$ cat config.mk
export PLATFORM = sky130hd
export DESIGN_NAME = mux_serial_port
export DESIGN_NICKNAME = d
export VERILOG_FILES = /design/src/rtl/mux_serial_port.sv
export SDC_FILE = /design/constraint.sdc
export NUM_CORES = 1
export LEC_CHECK = 0
export BUFFER_PORTS_ARGS = -buffer_cell sky130_fd_sc_hd__buf_2
export CAP_MARGIN = 20
export CORE_MARGIN = 2
export CORE_UTILIZATION = 45
export CTS_BUF_LIST = sky130_fd_sc_hd__clkbuf_4 sky130_fd_sc_hd__clkbuf_8
export DETAILED_ROUTE_END_ITERATION = 12
export PLACE_DENSITY = 0.6
export SLEW_MARGIN = 0
export SYNTH_ARGS = -nofsm -noshare
export SYNTH_HDL_FRONTEND = slang
export SYNTH_SLANG_ARGS = --single-unit
$ cat constraint.sdc
create_clock -name clock -period 3.1 [get_ports clock]
set_clock_uncertainty 0.1 [all_clocks]
set_input_delay 0.155 -clock clock [delete_from_list [all_inputs] [get_ports clock]]
set_output_delay 0.155 -clock clock [all_outputs]
set_load 0.02 [all_outputs]
$ cat src/rtl/mux_serial_port.sv
// Memory-mapped 8N1 serial port: STATUS/DATA register pair, 4-entry TX FIFO,
// and a single-byte receive buffer with overrun detection.
module mux_serial_port #(
  parameter int unsigned DIVISOR = 520,
  parameter logic [15:0] BASE    = 16'hF200
) (
  input  logic        clock,
  input  logic        reset,
  input  logic [18:0] address,
  input  logic        write_en,
  input  logic [7:0]  data_in,
  output logic [7:0]  data_out,
  output logic        selected,
  input  logic        rxd,
  output logic        txd
);

  localparam logic [15:0] BaseData = BASE + 16'd1;
  localparam logic [15:0] BitLast  = 16'(DIVISOR - 1);
  localparam logic [15:0] HalfLast = 16'((DIVISOR / 2) - 1);

  typedef enum logic [1:0] {TxIdle, TxStart, TxData, TxStop} tx_state_e;
  typedef enum logic [1:0] {RxIdle, RxStart, RxData, RxStop} rx_state_e;

  logic sel_status, sel_data, wr_status, wr_data;
  logic unused_addr_hi;

  assign sel_status     = (address[15:0] == BASE);
  assign sel_data       = (address[15:0] == BaseData);
  assign selected       = sel_status | sel_data;
  assign wr_status      = write_en & sel_status;
  assign wr_data        = write_en & sel_data;
  assign unused_addr_hi = ^address[18:16];

  // TX FIFO
  logic [7:0] fifo_q [4];
  logic [1:0] wr_ptr_q, wr_ptr_d, rd_ptr_q, rd_ptr_d;
  logic [2:0] count_q, count_d;
  logic       fifo_full, fifo_empty, push, tx_pop;

  assign fifo_full  = (count_q == 3'd4);
  assign fifo_empty = (count_q == 3'd0);
  assign push       = wr_data & ~fifo_full;

  always_comb begin
    wr_ptr_d = wr_ptr_q;
    rd_ptr_d = rd_ptr_q;
    count_d  = count_q;
    if (push)   wr_ptr_d = wr_ptr_q + 2'd1;
    if (tx_pop) rd_ptr_d = rd_ptr_q + 2'd1;
    if (push && !tx_pop)      count_d = count_q + 3'd1;
    else if (!push && tx_pop) count_d = count_q - 3'd1;
  end

  always_ff @(posedge clock) begin
    if (push) fifo_q[wr_ptr_q] <= data_in;
  end

  // TX FSM
  tx_state_e   tx_state_q, tx_state_d;
  logic [15:0] tx_cnt_q, tx_cnt_d;
  logic [2:0]  tx_bit_q, tx_bit_d;
  logic [7:0]  tx_shift_q, tx_shift_d;
  logic        txd_q, txd_d;

  always_comb begin
    tx_state_d = tx_state_q;
    tx_cnt_d   = tx_cnt_q + 16'd1;
    tx_bit_d   = tx_bit_q;
    tx_shift_d = tx_shift_q;
    txd_d      = txd_q;
    tx_pop     = 1'b0;
    unique case (tx_state_q)
      TxIdle: begin
        tx_cnt_d = '0;
        txd_d    = 1'b1;
        if (!fifo_empty) begin
          tx_pop     = 1'b1;
          tx_state_d = TxStart;
          tx_shift_d = fifo_q[rd_ptr_q];
          txd_d      = 1'b0;
        end
      end
      TxStart: begin
        if (tx_cnt_q == BitLast) begin
          tx_cnt_d   = '0;
          tx_bit_d   = '0;
          tx_state_d = TxData;
          txd_d      = tx_shift_q[0];
        end
      end
      TxData: begin
        if (tx_cnt_q == BitLast) begin
          tx_cnt_d = '0;
          if (tx_bit_q == 3'd7) begin
            tx_bit_d   = '0;
            tx_state_d = TxStop;
            txd_d      = 1'b1;
          end else begin
            tx_bit_d   = tx_bit_q + 3'd1;
            tx_shift_d = {1'b0, tx_shift_q[7:1]};
            txd_d      = tx_shift_q[1];
          end
        end
      end
      TxStop: begin
        if (tx_cnt_q == BitLast) begin
          tx_cnt_d = '0;
          // Chain straight into the next start bit when more data is queued.
          if (!fifo_empty) begin
            tx_pop     = 1'b1;
            tx_state_d = TxStart;
            tx_shift_d = fifo_q[rd_ptr_q];
            txd_d      = 1'b0;
          end else begin
            tx_state_d = TxIdle;
            txd_d      = 1'b1;
          end
        end
      end
      default: tx_state_d = TxIdle;
    endcase
  end

  assign txd = txd_q;

  // RX path
  logic        rx_s1_q, rx_s2_q, rx_prev_q;
  rx_state_e   rx_state_q, rx_state_d;
  logic [15:0] rx_cnt_q, rx_cnt_d;
  logic [2:0]  rx_bit_q, rx_bit_d;
  logic [7:0]  rx_shift_q, rx_shift_d;
  logic        rx_done;

  always_comb begin
    rx_state_d = rx_state_q;
    rx_cnt_d   = rx_cnt_q + 16'd1;
    rx_bit_d   = rx_bit_q;
    rx_shift_d = rx_shift_q;
    rx_done    = 1'b0;
    unique case (rx_state_q)
      RxIdle: begin
        rx_cnt_d = '0;
        // Needs a high-then-low sequence, so a line stuck low never rearms.
        if (rx_prev_q && !rx_s2_q) rx_state_d = RxStart;
      end
      RxStart: begin
        if (rx_cnt_q == HalfLast) begin
          rx_cnt_d   = '0;
          rx_bit_d   = '0;
          rx_state_d = rx_s2_q ? RxIdle : RxData;
        end
      end
      RxData: begin
        if (rx_cnt_q == BitLast) begin
          rx_cnt_d   = '0;
          rx_shift_d = {rx_s2_q, rx_shift_q[7:1]};
          if (rx_bit_q == 3'd7) begin
            rx_bit_d   = '0;
            rx_state_d = RxStop;
          end else begin
            rx_bit_d = rx_bit_q + 3'd1;
          end
        end
      end
      RxStop: begin
        if (rx_cnt_q == BitLast) begin
          rx_cnt_d   = '0;
          rx_state_d = RxIdle;
          rx_done    = rx_s2_q;
        end
      end
      default: rx_state_d = RxIdle;
    endcase
  end

  // Status flags and receive buffer
  logic [7:0] rx_data_q, rx_data_d;
  logic       rx_full_q, rx_full_d, rx_overrun_q, rx_overrun_d;
  logic       tx_overflow_q, tx_overflow_d;

  always_comb begin
    rx_data_d     = rx_data_q;
    rx_full_d     = rx_full_q;
    rx_overrun_d  = rx_overrun_q;
    tx_overflow_d = tx_overflow_q;
    if (wr_status) begin
      rx_full_d     = 1'b0;
      rx_overrun_d  = 1'b0;
      tx_overflow_d = 1'b0;
    end
    if (wr_data && fifo_full) tx_overflow_d = 1'b1;
    // Evaluated after the clear so a same-edge STATUS write frees the buffer.
    if (rx_done) begin
      if (rx_full_d) begin
        rx_overrun_d = 1'b1;
      end else begin
        rx_data_d = rx_shift_q;
        rx_full_d = 1'b1;
      end
    end
  end

  always_comb begin
    data_out = 8'h00;
    if (sel_status) begin
      data_out = {4'b0000, tx_overflow_q, rx_overrun_q, ~fifo_full, rx_full_q};
    end else if (sel_data) begin
      data_out = rx_data_q;
    end
  end

  always_ff @(posedge clock or negedge reset) begin
    if (!reset) begin
      wr_ptr_q      <= '0;
      rd_ptr_q      <= '0;
      count_q       <= '0;
      tx_state_q    <= TxIdle;
      tx_cnt_q      <= '0;
      tx_bit_q      <= '0;
      tx_shift_q    <= '0;
      txd_q         <= 1'b1;
      rx_s1_q       <= 1'b1;
      rx_s2_q       <= 1'b1;
      rx_prev_q     <= 1'b1;
      rx_state_q    <= RxIdle;
      rx_cnt_q      <= '0;
      rx_bit_q      <= '0;
      rx_shift_q    <= '0;
      rx_data_q     <= '0;
      rx_full_q     <= 1'b0;
      rx_overrun_q  <= 1'b0;
      tx_overflow_q <= 1'b0;
    end else begin
      wr_ptr_q      <= wr_ptr_d;
      rd_ptr_q      <= rd_ptr_d;
      count_q       <= count_d;
      tx_state_q    <= tx_state_d;
      tx_cnt_q      <= tx_cnt_d;
      tx_bit_q      <= tx_bit_d;
      tx_shift_q    <= tx_shift_d;
      txd_q         <= txd_d;
      rx_s1_q       <= rxd;
      rx_s2_q       <= rx_s1_q;
      rx_prev_q     <= rx_s2_q;
      rx_state_q    <= rx_state_d;
      rx_cnt_q      <= rx_cnt_d;
      rx_bit_q      <= rx_bit_d;
      rx_shift_q    <= rx_shift_d;
      rx_data_q     <= rx_data_d;
      rx_full_q     <= rx_full_d;
      rx_overrun_q  <= rx_overrun_d;
      tx_overflow_q <= tx_overflow_d;
    end
  end

endmodule

# Word level (Yosys, flattened, before mapping)
# Memory sizes are Yosys's and may differ from the RTL's.
# Index checks and enable logic that the tools add are counted.
# classes
div	0
add_sub_neg	8
bitwise_logic	6
n_lt_le_gt_ge	0
n_eq_ne	25
n_mul	0
n_mux	56
n_shift	0
reduce_logical	25
# op_table
cell	n
$mux 16	3
$mux 8	6
$pmux 16 s3	1
$add 16x1->16 const B	2
$eq 16x10->1 const B	2
$eq 16x16->1 const B	2
$pmux 16 s2	1
$mux 3	8
$pmux 8 s3	1
$mux 2	11
$ne 2x2->1 const B	11
$mux 1	19
$eq 16x9->1 const B	1
$pmux 2 s4	2
$pmux 3 s2	2
$reduce_and 5->1	2
$add 3x1->3 const B	3
$eq 3x3->1 const B	3
$reduce_and 3->1	3
$eq 2x2->1 const B	4
$reduce_bool 2->1	4
$add 2x1->2 const B	2
$eq 2x1->1 const B	2
$logic_and 1x1->1	4
14 further kinds	21
# word_totals
elab_cells	140
in_bits	31
memories	1
latchBits	0
rom_bits	0
register_bits	80
out_inout_bits	10
mem_bits_rw	32
# mem_list
memory	words	word_bits	rd	rd_clocked_by_memory_dff	wr	line	source
fifo_q	4	8	1	0	1	36	logic [7:0] fifo_q [4];

# Depth between registers and ports, before layout
# depth
depth_word	7
ltp_mapped	12
depth_no_buf	11

# Least setup slack after synthesis
# OpenSTA, ideal clock, no wires.
# synth_timing
kind	flip-flop to flip-flop
start	register tx_cnt_q[0]
end	register count_q[2]
arrival_time_ns	2.343
path_slack_ns	0.578
required_time_ns	2.921
n_path_buf	1
path_stages_with_launch	13
path_cell_list	dfrtp_1 ha_1 and4bb_1 nand4_1 buf_2 nor2_1 o21ai_1 ha_1 inv_1 fa_1 xor2_1 nor2_1 xor2_1
# synth_between
elab_chain_cells	6
word_cells_on_any_way	8
# synth_rtl
element	line	source
start, declared	61	logic [15:0] tx_cnt_q, tx_cnt_d;
start signal, assigned	239	tx_cnt_q <= tx_cnt_d;
$eq 16x10->1 (*)	107	if (tx_cnt_q == BitLast) begin
$mux 1 (*)	107	
$pmux 1 s2 (*)	73	unique case (tx_state_q)
$logic_not 1->1	51	if (push && !tx_pop) count_d = count_q + 3'd1;
$logic_and 1x1->1	51	
$mux 3 / $reduce_bool 2->1 (equally long branches)	--	
end signal, assigned	237	count_q <= count_d;
end, declared	38	logic [2:0] count_q, count_d;
# Every way passes the cells marked *; elsewhere a longest branch is shown, timed or not.
# A chain may end at the register's enable or synchronous reset.

# Worst setup path after layout
# Ends and elaborated chain as after synthesis.

==> flow_metrics.env <==
export IMPL_status="completed"
export IMPL_clockRootBuffer="clkbuf_8"
export IMPL_ys_seq_elements=112
export IMPL_cp_arrival_ps=2770
export IMPL_die_x_um=112
export IMPL_clk_latency_ps=380
export IMPL_grt_usage_pct=15.8
export IMPL_diodes=0
export IMPL_grt_ovfl_total=0
export IMPL_antenna_found_initial=0
export IMPL_syn_cell_area_mm2=0.00523
export IMPL_cts_made_buffers=9
export IMPL_yosysSeqAreaShare_pct=56.7
export IMPL_cts_tree="yes"
export IMPL_relSlewSlack_pct=53.6
export IMPL_die_y_um=112
export IMPL_synth_common_cells="76 x dfrtp_1, 51 x nor2_1, 32 x edfxtp_1"
export IMPL_drv_slew=0
export IMPL_antenna_left=0
export IMPL_hp_class="in2async"
export IMPL_routed_wl_um=8880
export IMPL_dr_pass1_iters=4
export IMPL_tightestPinTransition_ps=696
export IMPL_first_iter_violations=191
export IMPL_worstPathMaxFanout=6
export IMPL_place_hpwl_um=5940
export IMPL_grt_pass1_wl_um=15900
export IMPL_synth_top_area_share_pct=36.3
export IMPL_drive_gt1_share_pct=19.0
export IMPL_grtUsageMet1_pct=21.8
export IMPL_wl_per_cell_um=14.4
export IMPL_setup_violations=0
export IMPL_cp_slowest_cell="dfrtp_1"
export IMPL_critical_path_buf_inv_count=1
export IMPL_synth_distinct_cells=50
export IMPL_max_cap_violations=0
export IMPL_synth_most_common_cell="dfrtp_1"
export IMPL_postCtsSetupBuffers=0
export IMPL_cp_slowest_stage_delay_ps=430
export IMPL_clkTransAtPathRegs_ps=100
export IMPL_syn_avg_cell_area_um2=12.6
export IMPL_critPathTopFamily="adder cells"
export IMPL_vdd_ir_drop_max_uv=332
export IMPL_coreArea_mm2=0.0114
export IMPL_postCtsResizedCells=0
export IMPL_fin_crit_sh_pct=82.5
export IMPL_clock_path_buffers=2
export IMPL_area_growth_pct=12.7
export IMPL_synthArstFlopShare_pct=71.4
export IMPL_top_usage_layer="met2"
export IMPL_place_gp_congestion=0.806
export IMPL_hold_slack_ps=157
export IMPL_synthFlopType="dfrtp_1"
export IMPL_vias=3262
export IMPL_htree_levels=3
export IMPL_start_kind="flip-flop"
export IMPL_fin_setup_tns_ps=0
export IMPL_hold_viol=0
export IMPL_cp_depth=11
export IMPL_yosysWarnings=0
export IMPL_worst_setup_path_end_kind="flip-flop"
export IMPL_syn_nets=466
export IMPL_required_ps=3310
export IMPL_nets=518
export IMPL_synth_area_leader_cell="dfrtp_1"
export IMPL_min_period_ps=2560
export IMPL_powerDensity_mw_per_mm2=438
export IMPL_grt_max_degree=81
export IMPL_synth_area_leaders="dfrtp_1 36%, edfxtp_1 18%, ha_1 4.1%"
export IMPL_avgViaCountPerCell=5.29
export IMPL_worstPathCellList="ha_1 > and4bb_1 > nand4_1 > nor2_1 > o21ai_1 > ha_1 > inv_1 > fa_1 > xor2_1 > nor2_1 > xor2_1"
export IMPL_fmax_mhz=391
export IMPL_rows=39
export IMPL_crit_type="reg2reg"
export IMPL_portBuffers=37
export IMPL_pin_count=41
export IMPL_synth_edf_count=32
export IMPL_grt_pass1_vias=3368
export IMPL_synthCells=417
export IMPL_drc_errors=0
export IMPL_design_die_area_mm2=0.0125
export IMPL_cts_sinks=112
export IMPL_grt_setup_unrepaired="false"
export IMPL_grt_use_met3_pct=4.68
export IMPL_grt_util_met2_pct=24.6
export IMPL_initial_core_util_pct=46.0
export IMPL_p_leak_nw=2.54
export IMPL_r2r_cells=11
## worst reg2reg max path, stage by stage (launching register included)
cell and delay (ps):
dfrtp_1 430, ha_1 290, and4bb_1 220, nand4_1 120, nor2_1 70, o21ai_1 190
ha_1 220, inv_1 60, fa_1 370, xor2_1 150, nor2_1 120, xor2_1 160
## cell type report
cell class                      instances  area (µm²)
Timing Repair Buffer                   51         340
Clock inverter                          6        51.3
Sequential cell                       112        2970
Multi-Input combinational cell        283        2180
Tap cell                              143         179
Clock buffer                           10         138
Fill cell                             987        5470
Inverter                               12        45.0
## repair_timing
| action | CTS | global route |
|---|---|---|
| hold buffers | 11 | 0 |
| endpoints found under the hold margin | 111 | 0 |
| endpoints found under the setup margin | 0 | 0 |
## sequential cells by signal (all words and copies together), names as in the netlist, 2 cells and up, named ones only
register    count
count_q         3
fifo_q         32
rd_ptr_q        2
rx_bit_q        3
rx_cnt_q       16
rx_data_q       8
rx_shift_q      8
tx_bit_q        3
tx_cnt_q       16
tx_shift_q      8
tx_state_q      2
wr_ptr_q        2
## routing by layer
metal  routed length (µm)  vias up
met2                 3980       42
met4                  123        0
met3                  356        7
met1                 4420     1619
met5                    0        -
li1                     -     1594
## metrics by stage
step	power, mW	area, µm²	utilization [%]	worst slack (ps)	std cells
after floorplan	1.71	5230	-	578	417
after global placement	1.77	5570	49.0	510	589
after detailed placement	1.77	5570	49.0	379	589
after CTS	2.62	5870	51.6	501	616
after global routing	2.72	5900	51.9	311	617
final	2.58	5900	51.9	541	617
## path summary, 6_finish.rpt
check	from	end	slack, ps
setup / recovery	tx_cnt_q[0]$_DFF_PN0_	count_q[2]$_DFFE_PN0P_	540
hold / removal	reset	rx_data_q[4]$_DFFE_PN0P_	160
setup reg to reg	tx_cnt_q[0]$_DFF_PN0_	count_q[2]$_DFFE_PN0P_	540
hold reg to reg	rx_s1_q$_DFF_PN1_	rx_s2_q$_DFF_PN1_	260
max in group asynchronous	reset	txd$_DFFE_PN1P_	2110
min in group clock	address[1]	rx_overrun_q$_DFF_PN0_	220
## cells in the final DEF (no fill, tap or decap), drive strengths merged, types with 3 or more instances in the layout
master / count
clkinvlp: 3
nand4: 7
inv: 14
a22o: 10
and3: 6
buf: 40
ha: 17
a21oi: 8
edfxtp: 32
and2: 9
xor2: 16
nor4: 8
mux2: 32
o21ai: 10
nand2: 23
dlygate4sd3: 11
dfrtp: 76
nor3: 10
clkbuf: 10
xnor2: 16
mux4: 8
o211ai: 3
dfstp: 4
or3: 4
nand3: 19
nor2: 52
## where the power goes
group	internal [mW]	leakage, nW	switching (mW)
Combinational	0.0761	1.13	0.0889
Sequential	1.55	1.32	0.0392
Clock	0.324	0.0870	0.502
Total	1.95	2.54	0.630
## cells by family after synthesis
kind of cell / share of synthesized area (%)
buffers and inverters: 1.67
flip-flops: 56.7
multiplexers: 11.0
adder cells (fa/ha/maj): 4.45
AO/OA/AOI/OAI: 5.19
XOR/XNOR: 5.35
AND/OR/NAND/NOR: 15.6
No activity file was read; power rests on OpenSTA's default activity.
